<file path="src/rtl/div_issue_ctrl_pkg.sv">
// Shared definitions for the EXE-stage divider issue controller.
// State encoding and divider timing constants.
package div_issue_ctrl_pkg;

    localparam int WIDTH = 32;

    // Launch edge to the cycle in which the divider raises complete_i.
    localparam int DIV_LAUNCH_TO_COMPLETE = 33;

    typedef enum logic [1:0] {
        S_IDLE  = 2'd0,
        S_BUSY  = 2'd1,
        S_DRAIN = 2'd2,
        S_DONE  = 2'd3
    } div_state_e;

endpackage

</file>
<file path="src/rtl/div_issue_ctrl.sv">
// Requester-side controller for the non-abortable iterative divider:
// launches DIV/DIVU, stalls EXE until done, drains cancelled divides, writes HI/LO.
module div_issue_ctrl #(
    parameter int WIDTH = 32
) (
    input  logic             div_clk,
    input  logic             resetn,
    input  logic             req_valid,
    input  logic             req_signed,
    input  logic [WIDTH-1:0] req_x,
    input  logic [WIDTH-1:0] req_y,
    input  logic             cancel,
    output logic             div_o,
    output logic             div_signed_o,
    output logic [WIDTH-1:0] x_o,
    output logic [WIDTH-1:0] y_o,
    output logic             choke_o,
    input  logic [WIDTH-1:0] s_i,
    input  logic [WIDTH-1:0] r_i,
    input  logic             complete_i,
    output logic             stall_o,
    output logic             busy,
    output logic             hilo_we,
    output logic [WIDTH-1:0] hi_wdata,
    output logic [WIDTH-1:0] lo_wdata
);
    import div_issue_ctrl_pkg::*;

    div_state_e state_q;
    div_state_e state_d;
    logic       div_d;
    logic       hilo_we_d;
    logic       latch_req;
    logic       latch_res;

    assign choke_o = 1'b0;

    always_comb begin
        state_d   = state_q;
        div_d     = div_o;
        hilo_we_d = 1'b0;
        latch_req = 1'b0;
        latch_res = 1'b0;
        case (state_q)
            S_IDLE: begin
                if (req_valid && !cancel) begin
                    state_d   = S_BUSY;
                    div_d     = 1'b1;
                    latch_req = 1'b1;
                end
            end
            S_BUSY: begin
                if (complete_i) begin
                    div_d = 1'b0;
                    if (cancel) begin
                        state_d = S_IDLE;
                    end else begin
                        state_d   = S_DONE;
                        latch_res = 1'b1;
                        hilo_we_d = 1'b1;
                    end
                end else if (cancel) begin
                    state_d = S_DRAIN;
                end
            end
            // The divider cannot be aborted: keep div_o high until it finishes.
            S_DRAIN: begin
                if (complete_i) begin
                    div_d   = 1'b0;
                    state_d = S_IDLE;
                end
            end
            S_DONE: begin
                div_d   = 1'b0;
                state_d = S_IDLE;
            end
            default: begin
                div_d   = 1'b0;
                state_d = S_IDLE;
            end
        endcase
    end

    // Released in DONE so the instruction retires without relaunching.
    assign stall_o = ((state_q == S_IDLE) && req_valid && !cancel) ||
                     (state_q == S_BUSY) ||
                     ((state_q == S_DRAIN) && req_valid);

    always_ff @(posedge div_clk) begin
        if (!resetn) begin
            state_q      <= S_IDLE;
            div_o        <= 1'b0;
            div_signed_o <= 1'b0;
            x_o          <= '0;
            y_o          <= '0;
            hilo_we      <= 1'b0;
            busy         <= 1'b0;
            hi_wdata     <= '0;
            lo_wdata     <= '0;
        end else begin
            state_q <= state_d;
            div_o   <= div_d;
            hilo_we <= hilo_we_d;
            busy    <= (state_d != S_IDLE);
            if (latch_req) begin
                div_signed_o <= req_signed;
                x_o          <= req_x;
                y_o          <= req_y;
            end
            if (latch_res) begin
                lo_wdata <= s_i;
                hi_wdata <= r_i;
            end
        end
    end

endmodule

</file>
<file path="config.mk">
export PLATFORM = sky130hd
export DESIGN_NAME = div_issue_ctrl
export DESIGN_NICKNAME = d
export VERILOG_FILES = /design/src/rtl/div_issue_ctrl_pkg.sv /design/src/rtl/div_issue_ctrl.sv
export SDC_FILE = /design/constraint.sdc
export NUM_CORES = 1
export LEC_CHECK = 0
export CAP_MARGIN = 0
export CORE_MARGIN = 2
export CORE_UTILIZATION = 37
export DETAILED_ROUTE_END_ITERATION = 16
export PLACE_DENSITY = 0.83
export SYNTH_ARGS = -nofsm -noshare
export SYNTH_HDL_FRONTEND = slang
export SYNTH_SLANG_ARGS = --single-unit
</file>
<file path="constraint.sdc">
create_clock -name div_clk -period 1.3 [get_ports div_clk]
set_input_delay 0.195 -clock div_clk [delete_from_list [all_inputs] [get_ports div_clk]]
set_output_delay 0.195 -clock div_clk [all_outputs]
set_load 0.01 [all_outputs]
</file>
Word level (Yosys, flattened, before mapping)
Index checks and enable logic that the tools add are counted.
{"block": "totals", "regBits": 134}
{"block": "classes", "eq_ne": 5, "n_mux": 14, "reduce_logical": 11}
{"op": "$mux W2", "count": 5}
{"op": "$pmux W2 S4", "count": 1}
{"op": "$mux W1", "count": 7}
{"op": "$eq A2 B2 Y1 const B", "count": 2}
{"op": "$logic_and A1 B1 Y1", "count": 4}
{"op": "$pmux W1 S3", "count": 1}
{"op": "$eq A2 B1 Y1 const B", "count": 1}
{"op": "$logic_not A2 Y1", "count": 1}
{"op": "$logic_or A1 B1 Y1", "count": 2}
{"op": "$ne A2 B1 Y1 const B", "count": 1}
{"op": "$ne A2 B2 Y1 const B", "count": 1}
{"op": "$reduce_and A2 Y1", "count": 1}
{"op": "$reduce_bool A2 Y1", "count": 1}
{"op": "$reduce_or A2 Y1", "count": 1}
{"op": "$logic_not A1 Y1", "count": 1}

Longest topological paths before layout
Gate-level depths: netlist of run 1.
{"block": "logic_depth", "ltp_word": 5, "ltp_mapped": 8, "ltp_nobuf": 6}

Worst setup path before layout of run 1
OpenSTA, ideal clock, no wires.
{"block": "synth_timing", "path_type": "reg2reg", "from": "register state_q[1]", "to": "register lo_wdata[2]", "setup_ns": 0.118, "arrival_time_ns": 1.312, "setup_slack_ns": -0.131, "stages_incl_launch_ff": 9, "n_path_buf": 2, "path_cell_list": "dfxtp_1 > inv_1 > ha_1 > nor2b_2 > and2_4 > buf_12 > buf_12 > nand2_2 > a21boi_2"}
{"block": "synth_between", "elab_chain_cells": 2}
{"element": "from (decl)", "line": "div_issue_ctrl.sv:29", "source": "div_state_e state_q;"}
{"element": "from (signal assigned)", "line": "div_issue_ctrl.sv:101", "source": "state_q <= state_d;"}
{"element": "$eq A2 B1 Y1", "line": "div_issue_ctrl.sv:44", "source": "case (state_q)"}
{"element": "$mux W1"}
{"element": "to (signal assigned)", "line": "div_issue_ctrl.sv:111", "source": "lo_wdata <= s_i;"}
{"element": "to (decl)", "line": "div_issue_ctrl.sv:25", "source": "output logic [WIDTH-1:0] lo_wdata"}
Every way passes these cells.
A chain may end at the register's enable or synchronous reset.

Final worst setup path of run 1
{"block": "layout_timing", "from": "register state_q[1]", "to": "register hi_wdata[1]"}
{"block": "layout_between", "elab_chain_cells": 2}
{"element": "$eq A2 B1 Y1", "line": "div_issue_ctrl.sv:44"}
{"element": "$mux W1"}
{"element": "to (signal assigned)", "line": "div_issue_ctrl.sv:112", "source": "hi_wdata <= r_i;"}
{"element": "to (decl)", "line": "div_issue_ctrl.sv:24", "source": "output logic [WIDTH-1:0] hi_wdata,"}
Every way passes these cells.

==> summary.md, run 1 <==
| Metric | Value |
|---|---|
| Status | `finished, violations left` |
| Failing checks | `setup timing` |
| Yosys reg bits | `about 130` |
| Synth unique cells | `30` |
| Setup TNS | `-18.95 ns` |
| Post-CTS Hold Fix Bufs | `0` |
| Via count of the first global-routing pass | `4967` |
| Share of cells above drive strength 1 | `0.227` |
| WL final | `16100 um` |
| Max IR drop VDD | `0.771 mV` |
| H-tree depth | `4` |
| Total gr overflow | `0` |
| Setup WS post-layout | `-0.276 ns` |
| DR vias/cell | `roughly 4.6` |
| Maximum number of pins on one net before global-route repair | `56` |
| Ant. Diodes | `0` |
| Nets | `1026` |
| Clock Sink Count | `between 100 and 150` |
| Post-Synthesis Cell Area | `around 0.0054 mm^2` |
| Area of the die | `roughly 0.016 mm^2` |
| Remaining DRCs | `0` |
| Die W | `about 130 um` |
| Initial antenna violation count | `0` |
| Post-route insts no fill | `~1100` |
| Final hold violation count | `0` |
| Post-DR wirelength/cell | `roughly 15 um` |
| Synth Area per Inst | `~9 um^2` |
| FP Rows | `44` |
| WP data required | `1.63 ns` |
| Synth top area cells | `dfxtp_1 49%, nand2_1 17%, a21boi_2 12%` |
| CP Capture Type | `flop` |
| Pre-antenna DRT Iters | `4` |
| CTS tree | `done` |
| RSZ-0062 raised after global routing | `yes` |
| Root buffer cell | `clkbuf_16` |
| Storage cell area | `0.00269 mm^2` |
| Starting density of the core | `0.377` |
| Gpl congestion | `around 0.76` |
| CTS max path bufs | `2` |
| CP Max Fanout | `5` |
| Total power | `roughly 11 mW` |
| CTS clock-pin slew for the worst setup and hold paths | `~0.060 ns` |
| Post-synthesis cell count | `597` |
| Ports | `roughly 270` |
| P&R area growth vs syn | `72.7%` |
| Worst EP arrival | `approximately 1.9 ns` |
| Final setup viols | `132` |
| Setup Skew | `0.0112 ns` |
| LEAKAGE | `4.04 nW` |
| Core footprint | `0.0144 mm^2` |
| Post-synth top area share | `0.493` |
| Hpwl dp | `around 11000 um` |
| Final Cycle Share | `1.21` |
| Sequential share of the synthesized area | `0.493` |
| Maxcap violations | `0` |
| Buffers on Ports | `about 270` |
| WS Path Type | `flop to flop` |
| Total CTS buffers | `17` |
| Ys Warns | `0` |
| Startpoint Class | `flop` |
| ANT nets after route | `0` |
| P per Cell Area | `1150 mW/mm^2` |
| Hold Crit Class | `input pin to flop` |
| First-pass GRT wire length | `25600 um` |
| Fill count | `around 1200` |
| DP Cell Count | `1031` |
| Worst skew pair latency | `about 0.41 ns` |
| Post-layout minimum cycle time | `1.58 ns` |
| F_max | `~630 MHz` |
| Max-slew violation count | `0` |
| Fin util | `0.651` |
| 1st-iter DRT viols | `227` |
| Multi-input gate area | `0.00257 mm^2` |
| Largest area contributor in the netlist | `dfxtp_1` |
| Die Y | `between 100 and 150 um` |
| Syn nets | `735` |
| Vias | `5027` |
| All-Layer GR Usage | `0.205` |
registers in the layout (all words and copies together), names as in the netlist:
name	flops
hi_wdata	32
lo_wdata	32
x_o	32
y_o	32
state_q	2
busy	1
div_o	1
div_signed_o	1
hilo_we	1
cells by family (layout without fill, tap and decap cells):
kind of cell / Yosys count / in the layout / synth area share
DFF: 134 / 134 / 0.493
and+or+nand+nor: 272 / 272 / 0.201
AOI/OAI and AO/OA: 135 / 135 / 0.227
buffers and inverters: 48 / 351 / 0.0635
muxes: 3 / 3 / 0.00552
other: 1 / 1 / 0.000689
adders and majority gates: 4 / 4 / 0.00920
synthesized netlist by cell type:
cell type	instances
nand2b_1	1
and2_2	1
a31o_2	1
buf_8	5
a21boi_1	50
a21boi_0	19
nor3_1	1
or2_1	1
conb_1	1
buf_4	4
and3_2	1
nor2b_4	1
nor2b_1	2
a2111oi_0	1
and2_4	1
buf_2	13
nor2b_2	1
dfxtp_1	134
nand2_1	249
ha_1	4
buf_12	2
a21boi_2	60
nand2_2	13
inv_1	4
clkbuf_1	14
o31ai_1	1
a21oi_1	2
mux2i_1	3
o22ai_1	1
buf_6	6
stage by stage:
| step | hold WS (ns) | instance area, um^2 | setup WS, ns |
|---|---|---|---|
| after floorplan | 0.322 | 5470 | -0.00735 |
| after global placement | 0.439 | 8330 | -0.375 |
| after detailed placement | 0.444 | 8330 | -0.414 |
| after CTS | 0.0868 | 9260 | -0.240 |
| after global routing | 0.118 | 9390 | -0.321 |
| final | 0.113 | 9390 | -0.276 |
worst paths after layout:
| kind | slack [ns] | cells past startpoint | startpoint | end |
|---|---|---|---|---|
| setup / recovery | -0.28 | 8 | state_q[1]$_SDFF_PN0_ | hi_wdata[1]$_SDFFE_PN0P_ |
| setup reg to reg | -0.28 | 8 | state_q[1]$_SDFF_PN0_ | hi_wdata[1]$_SDFFE_PN0P_ |
| hold reg to reg | 0.44 | 2 | y_o[8]$_SDFFE_PN0P_ | y_o[8]$_SDFFE_PN0P_ |
| hold / removal | 0.11 | 3 | resetn | state_q[0]$_SDFF_PN0_ |
power by group:
part           internal, mW  leakage, nW  switching, mW
registers              4.29         1.09         0.0778
clock network          2.96        0.279           1.71
logic                  1.06         2.68          0.727
total                  8.31         4.04           2.51
layer usage:
layer / global-route usage / vias up / wire (um)
met5: 0 / - / 0
met4: 0.0627 / 0 / 197
met3: 0.0770 / 17 / 1290
met2: 0.363 / 183 / 8090
met1: 0.230 / 2322 / 6560
li1: - / 2505 / -
worst max-delay path, stage by stage (launching register included):
cell and delay [ns]:
dfxtp_2 0.34, inv_4 0.08, ha_4 0.15, nor2b_4 0.22
and2_4 0.23, buf_6 0.14, clkbuf_16 0.14, nand2_1 0.07
a21boi_2 0.13
area by class of cell:
cell class | count | share of cell area
clock inverters | 8 | 0.0105
inverters | 4 | 0.00186
repair buffers | 316 | 0.352
clock buffers | 23 | 0.0509
multi-input cells | 415 | 0.274
flip-flops and latches | 134 | 0.286
well taps | 184 | 0.0245
placed cells by master (no fill, tap or decap), drive strengths merged, types with 3 or more instances in the layout:
cell type	n
nor2b	4
clkbuf	24
nand2	262
ha	4
inv	4
clkinv	4
dlygate4sd2	130
buf	49
dfxtp	134
mux2i	3
a21boi	129
clkdlybuf4s50	132
repair_timing:
action / in CTS / in global routing
hold endpoints to repair: 0 / 0
setup buffers: 9 / 2
setup endpoints to repair: 263 / 134
gates cloned: 10 / 1
gates resized for setup: 177 / 38
pin swaps: 10 / 3
Note: power is estimated with default switching activity, not from simulation.
==> run 2: changes to the inputs <==
--- a/config.mk
+++ b/config.mk
@@ -6,10 +6,13 @@
 export NUM_CORES = 1
 export LEC_CHECK = 0
 export CAP_MARGIN = 0
+export CELL_PAD_IN_SITES_DETAIL_PLACEMENT = 1
+export CELL_PAD_IN_SITES_GLOBAL_PLACEMENT = 1
 export CORE_MARGIN = 2
-export CORE_UTILIZATION = 37
+export CORE_UTILIZATION = 26
+export CTS_CLUSTER_DIAMETER = 50
 export DETAILED_ROUTE_END_ITERATION = 16
-export PLACE_DENSITY = 0.83
+export PLACE_DENSITY = 0.82
 export SYNTH_ARGS = -nofsm -noshare
 export SYNTH_HDL_FRONTEND = slang
 export SYNTH_SLANG_ARGS = --single-unit
==> summary.md, run 2 (synthesis results as in run 1) <==
| Metric | Value |
|---|---|
| Status | `finished, violations left` |
| Failing checks | `setup timing` |
| Most common cell after layout, fill and taps aside | `nand2_1` |
| Ant. Diodes | `0 (unchanged)` |
| Max-slew violation count | `0 (unchanged)` |
| All-Layer GR Usage | `0.161 (-0.0437)` |
| Pre-antenna DRT Iters | `5 (+1)` |
| Root buffer cell | `clkbuf_16` |
| Startpoint Class | `flop` |
| CP max stage delay | `0.34 ns (about the same)` |
| Area after DPL | `0.00837 mm^2 (+0.48%)` |
| Max IR drop VDD | `0.806 mV (+4.6%)` |
| P&R area growth vs syn | `71.2%` |
| Hold Crit Class | `input pin to flop` |
| F_max | `628 MHz (-1.0%)` |
| Total CTS buffers | `17 (unchanged)` |
| Share of cells above drive strength 1 | `0.199 (-0.0273)` |
| Core footprint | `0.0204 mm^2 (+41%)` |
| WS Path Type | `flop to flop` |
| Maximum number of pins on one net before global-route repair | `66 (+18%)` |
| Crit path max-delay family | `simple AND/OR/NAND/NOR gates` |
| Setup TNS | `-24.89 ns (-5.94 ns)` |
| Slowest cell on crit path | `dfxtp_2` |
| Final hold violation count | `0 (unchanged)` |
| Nets | `1009 (-1.7%)` |
| CTS clock-pin slew for the worst setup and hold paths | `0.06 ns (about the same)` |
| WP data required | `1.63 ns (about the same)` |
| H-tree depth | `4 (unchanged)` |
| Total power | `11.6 mW (+6.8%)` |
| Area of the die | `0.0221 mm^2 (+41%)` |
| Initial antenna violation count | `0 (unchanged)` |
| Starting density of the core | `0.267 (-0.110)` |
| Fin util | `0.457 (-0.194)` |
| Worst EP arrival | `1.93 ns (+0.02 ns)` |
| Via count of the first global-routing pass | `5335 (+7.4%)` |
| Worst skew pair latency | `0.41 ns (about the same)` |
| CTS max path bufs | `2 (unchanged)` |
| Buffers on Ports | `266 (unchanged)` |
| Worst path cell trace | `buf_6 -> ha_4 -> nor2b_4 -> and2_4 -> clkbuf_16 -> nand2_1 -> a21boi_1` |
| CTS tree | `done` |
| Gpl congestion | `0.738 (-3.3%)` |
| WP buf/inv | `2 (-1)` |
| DP Cell Count | `1108 (+7.5%)` |
| Remaining DRCs | `0 (unchanged)` |
| Post-CTS Hold Fix Bufs | `0 (unchanged)` |
| Hpwl dp | `12600 um (+18%)` |
| CP Capture Type | `flop` |
| Post-DR wirelength/cell | `16.2 um (+8.8%)` |
| ANT nets after route | `0 (unchanged)` |
| Vias | `5042 (+0.30%)` |
| LEAKAGE | `3.93 nW (-2.9%)` |
| Final instance area | `0.00931 mm^2 (-0.85%)` |
| Maxcap violations | `0 (unchanged)` |
| Max layer used | `met4` |
| Routed wl met2 | `9520 um (+18%)` |
| Setup Skew | `0.00593 ns (-0.00530 ns)` |
| Least-Margin Pin Slew | `around 0.52 ns` |
| FP Rows | `52 (+18%)` |
| Slew HR | `0.652` |
| Final Cycle Share | `1.23 (+0.0127)` |
| Die Y | `149 um (+19%)` |
| Dpl ws | `-0.665 ns (-0.251 ns)` |
| CP Max Fanout | `12 (+7)` |
| Metal-1 WL | `7230 um (+10%)` |
| RSZ-0062 raised after global routing | `yes` |
| Post-route insts no fill | `1153 (+6.4%)` |
| WL final | `18700 um (+16%)` |
| Die W | `149 um (+19%)` |
| 1st-iter DRT viols | `118 (-48%)` |
| First-pass GRT wire length | `28000 um (+9.1%)` |
| Setup WS post-layout | `-0.293 ns (-0.0166 ns)` |
| Post-layout minimum cycle time | `1.59 ns (+0.0166 ns)` |
| P per Cell Area | `1240 mW/mm^2 (+7.8%)` |
| Ports | `268 (unchanged)` |
| Hold slack | `0.0978 ns (-0.0149 ns)` |
| Most frequent cells in the layout | `232 x nand2_1, 132 x clkdlybuf4s50_1, 131 x dfxtp_1, 126 x dlygate4sd2_1, 61 x a21boi_2` |
| Clock Sink Count | `134 (unchanged)` |
| Final setup viols | `133 (+0.76%)` |
| DR vias/cell | `4.37 (-5.7%)` |
| Met3 WL | `1660 um (+29%)` |
| Total gr overflow | `0 (unchanged)` |
-- run 2: changes by cell type in the layout (fill, tap and decap cells not counted), moves of 3 or more --
cell | before | now
clkbuf_8 | 3 | 0
clkinv_4 | 1 | 4
buf_16 | 8 | 2
nand2_2 | 44 | 23
bufinv_16 | 2 | 6
buf_4 | 20 | 10
dlygate4sd2_1 | 130 | 126
clkbuf_16 | 18 | 23
a21boi_1 | 59 | 56
nand2_1 | 214 | 232
buf_12 | 15 | 11
a21boi_0 | 9 | 12
-- run 2: report_power, final --
group / leakage (nW) / switching (mW) / internal, mW
Combinational: 2.52 / 0.730 / 0.954
Sequential: 1.09 / 0.0848 / 4.29
Clock: 0.317 / 1.91 / 3.60
Total: 3.93 / 2.73 / 8.84
-- run 2: worst paths after layout --
path / startpoint / endpoint / slack [ns] / cells past startpoint
worst min-delay path: resetn / state_q[0]$_SDFF_PN0_ / 0.1 / 3
worst max-delay path: state_q[0]$_SDFF_PN0_ / lo_wdata[0]$_SDFFE_PN0P_ / -0.29 / 7
worst min register to register: x_o[29]$_SDFFE_PN0P_ / x_o[29]$_SDFFE_PN0P_ / 0.45 / 2
worst max register to register: state_q[0]$_SDFF_PN0_ / lo_wdata[0]$_SDFFE_PN0P_ / -0.29 / 7
-- run 2: tightest hold or removal path, delay by kind of cell --
kind | cells | cell delay (ns)
buffers and inverters | 1 | 0.16
AOI/OAI and AO/OA | 2 | 0.11
-- run 2: what timing repair did --
item                       CTS  global route
buffers inserted             2             5
setup endpoints to repair  264           138
resized for setup          190            15
pin swaps                   10             3
gates cloned                 3             6
-- run 2: area by class of cell --
cell class / count / area (um^2)
clock inverter: 12 / 228
clock buffer: 19 / 433
fill: 2342 / 11100
inverter: 4 / 17.5
sequential: 134 / 2690
tap: 270 / 338
multi-input combinational: 415 / 2550
timing repair buffer: 299 / 3050
-- run 2: metal layers --
| layer | GRT usage | vias to the layer above |
|---|---|---|
| met3 | 0.0641 | 16 |
| li1 | - | 2467 |
| met1 | 0.175 | 2378 |
| met5 | 0 | - |
| met4 | 0.0490 | 0 |
| met2 | 0.290 | 181 |
==> run 3: changes to the inputs <==
--- a/config.mk
+++ b/config.mk
@@ -9,10 +9,11 @@
 export CELL_PAD_IN_SITES_DETAIL_PLACEMENT = 1
 export CELL_PAD_IN_SITES_GLOBAL_PLACEMENT = 1
 export CORE_MARGIN = 2
-export CORE_UTILIZATION = 26
+export CORE_UTILIZATION = 27
+export CTS_BUF_LIST = sky130_fd_sc_hd__clkbuf_8
 export CTS_CLUSTER_DIAMETER = 50
 export DETAILED_ROUTE_END_ITERATION = 16
-export PLACE_DENSITY = 0.82
+export PLACE_DENSITY = 0.85
 export SYNTH_ARGS = -nofsm -noshare
 export SYNTH_HDL_FRONTEND = slang
 export SYNTH_SLANG_ARGS = --single-unit
==> summary.md, run 3 (synthesis results as in run 1) <==
| Metric | Value |
|---|---|
| P per Cell Area | `1020 mW/mm^2 (-18%)` |
| Setup TNS | `-19.20 ns (+5.69 ns)` |
| ANT nets after route | `0 (unchanged)` |
| Total power | `9.41 mW (-19%)` |
| Buffers on Ports | `266 (unchanged)` |
| DR vias/cell | `4.42 (+1.1%)` |
| Final Cycle Share | `1.20 (-0.0203)` |
| Post-DR wirelength/cell | `16.6 um (+2.5%)` |
| Worst EP arrival | `1.93 ns (about the same)` |
| Area of the die | `0.0213 mm^2 (-3.6%)` |
| Hpwl dp | `12700 um (+0.24%)` |
| Clock Sink Count | `134 (unchanged)` |
| Final setup viols | `131 (-1.5%)` |
| Fill count | `2257 (-3.6%)` |
| CTS clock-pin slew for the worst setup and hold paths | `0.08 ns (+0.02 ns)` |
| Dpl ws | `-0.451 ns (+0.214 ns)` |
| Via count of the first global-routing pass | `5358 (+0.43%)` |
| Starting density of the core | `0.278 (+0.0106)` |
| Failing checks | `setup timing` |
| Startpoint Class | `flop` |
| FP Rows | `51 (-1.9%)` |
| Post-layout minimum cycle time | `1.57 ns (-0.0264 ns)` |
| Gpl congestion | `0.748 (+1.3%)` |
| Most common cell after layout, fill and taps aside | `nand2_1` |
| CTS tree | `done` |
| First-pass GRT wire length | `29800 um (+6.8%)` |
| F_max | `639 MHz (+1.7%)` |
| Initial antenna violation count | `1 (+1)` |
| Setup WS post-layout | `-0.266 ns (+0.0264 ns)` |
| Status | `finished, violations left` |
| Setup Skew | `0.0119 ns (+0.00593 ns)` |
| Ports | `268 (unchanged)` |
| All-Layer GR Usage | `0.178 (+0.0165)` |
| DP Cell Count | `1104 (-0.36%)` |
| WP data required | `1.67 ns (+0.04 ns)` |
| Worst skew pair latency | `0.43 ns (+0.02 ns)` |
| Total CTS buffers | `17 (unchanged)` |
| Die W | `146 um (-1.8%)` |
| Remaining DRCs | `0 (unchanged)` |
| Nets | `1017 (+0.79%)` |
| CP Max Fanout | `8 (-4)` |
| CP Capture Type | `flop` |
| Hold Crit Class | `input pin to flop` |
| Post-CTS Hold Fix Bufs | `0 (unchanged)` |
| Max IR drop VDD | `0.566 mV (-30%)` |
| Most frequent cells in the layout | `195 x nand2_1, 132 x clkdlybuf4s50_1, 129 x dfxtp_1, 66 x clkdlybuf4s15_1, 65 x a21boi_2` |
| CTS max path bufs | `2 (unchanged)` |
| Die Y | `146 um (-1.8%)` |
| Ant. Diodes | `0 (unchanged)` |
| WL final | `19200 um (+2.6%)` |
| RSZ-0062 raised after global routing | `yes` |
| Max-slew violation count | `0 (unchanged)` |
| Share of cells above drive strength 1 | `0.297 (+0.0976)` |
| Vias | `5102 (+1.2%)` |
| Total gr overflow | `0 (unchanged)` |
| Post-route insts no fill | `1154 (+0.087%)` |
| WS Path Type | `flop to flop` |
| Pre-antenna DRT Iters | `4 (-1)` |
| Maxcap violations | `0 (unchanged)` |
| H-tree depth | `4 (unchanged)` |
| LEAKAGE | `3.66 nW (-6.9%)` |
| 1st-iter DRT viols | `93 (-21%)` |
| Final hold violation count | `0 (unchanged)` |
| Root buffer cell | `clkbuf_8` |
| Core footprint | `0.0196 mm^2 (-3.8%)` |
| P&R area growth vs syn | `70.3%` |
| Maximum number of pins on one net before global-route repair | `73 (+11%)` |
==> run 3: changes by cell type in the layout (fill, tap and decap cells not counted), sizes merged <==
| cell | before | now |
|---|---|---|
| clkbuf | 25 | 58 |
| clkdlybuf4s15 | 6 | 68 |
| bufinv | 6 | 1 |
| clkinvlp | 1 | 3 |
| dlygate4sd2 | 126 | 26 |
| buf | 29 | 42 |
| inv | 4 | 5 |
==> run 3: report_power, final <==
group	switching, mW	internal [mW]
Sequential	0.0898	4.28
Combinational	0.798	1.04
Clock	1.64	1.56
==> run 3: worst paths after layout <==
path | start | end | slack, ns | cells after the start
worst max-delay path | state_q[1]$_SDFF_PN0_ | lo_wdata[6]$_SDFFE_PN0P_ | -0.27 | 8
worst min-delay path | resetn | state_q[0]$_SDFF_PN0_ | 0.08 | 3
worst max register to register | state_q[1]$_SDFF_PN0_ | lo_wdata[6]$_SDFFE_PN0P_ | -0.27 | 8
worst min register to register | y_o[17]$_SDFFE_PN0P_ | y_o[17]$_SDFFE_PN0P_ | 0.45 | 2
==> run 3: layer usage <==
metal / GRT usage / up-vias / wire length (um)
li1: - / 2484 / -
met1: 0.208 / 2405 / 7890
met2: 0.302 / 195 / 9400
met3: 0.0687 / 18 / 1560
met4: 0.0534 / 0 / 308
met5: 0 / - / 0
==> run 3: what timing repair did <==
| item | in CTS | in global routing |
|---|---|---|
| hold endpoints to repair | 0 | 0 |
| buffers inserted | 10 | 2 |
| gates cloned | 10 | 1 |
| endpoints found under the setup margin | 264 | 238 |
| pin swaps | 35 | 21 |
| resized for setup | 256 | 165 |
==> run 3: layout make-up <==
type	count	area (um^2)	area share
Clock buffer	19	262	0.0282
Inverter	4	20.0	0.00216
Clock inverter	10	85.1	0.00919
Tap cell	265	332	0.0358
Multi-Input combinational cell	415	2740	0.296
Sequential cell	134	2690	0.291
Timing Repair Buffer	307	3130	0.338
==> run 3: stage by stage <==
step	utilization	hold slack, ns	cell area [um^2]
CTS	0.471	0.0321	9230
global route	0.473	0.0563	9260
finish	0.473	0.0800	9260
global placement	0.427	0.439	8370
floorplan	-	0.322	5470
detailed placement	0.427	0.445	8370
==> run 3: critical path, cell delays in order, from the launching register on <==
cell and delay [ns]:
dfxtp_4 0.37, inv_4 0.08, ha_4 0.16, nor2b_4 0.18, and2_4 0.28, buf_12 0.13
buf_12 0.13, nand2_2 0.05, a21boi_2 0.11
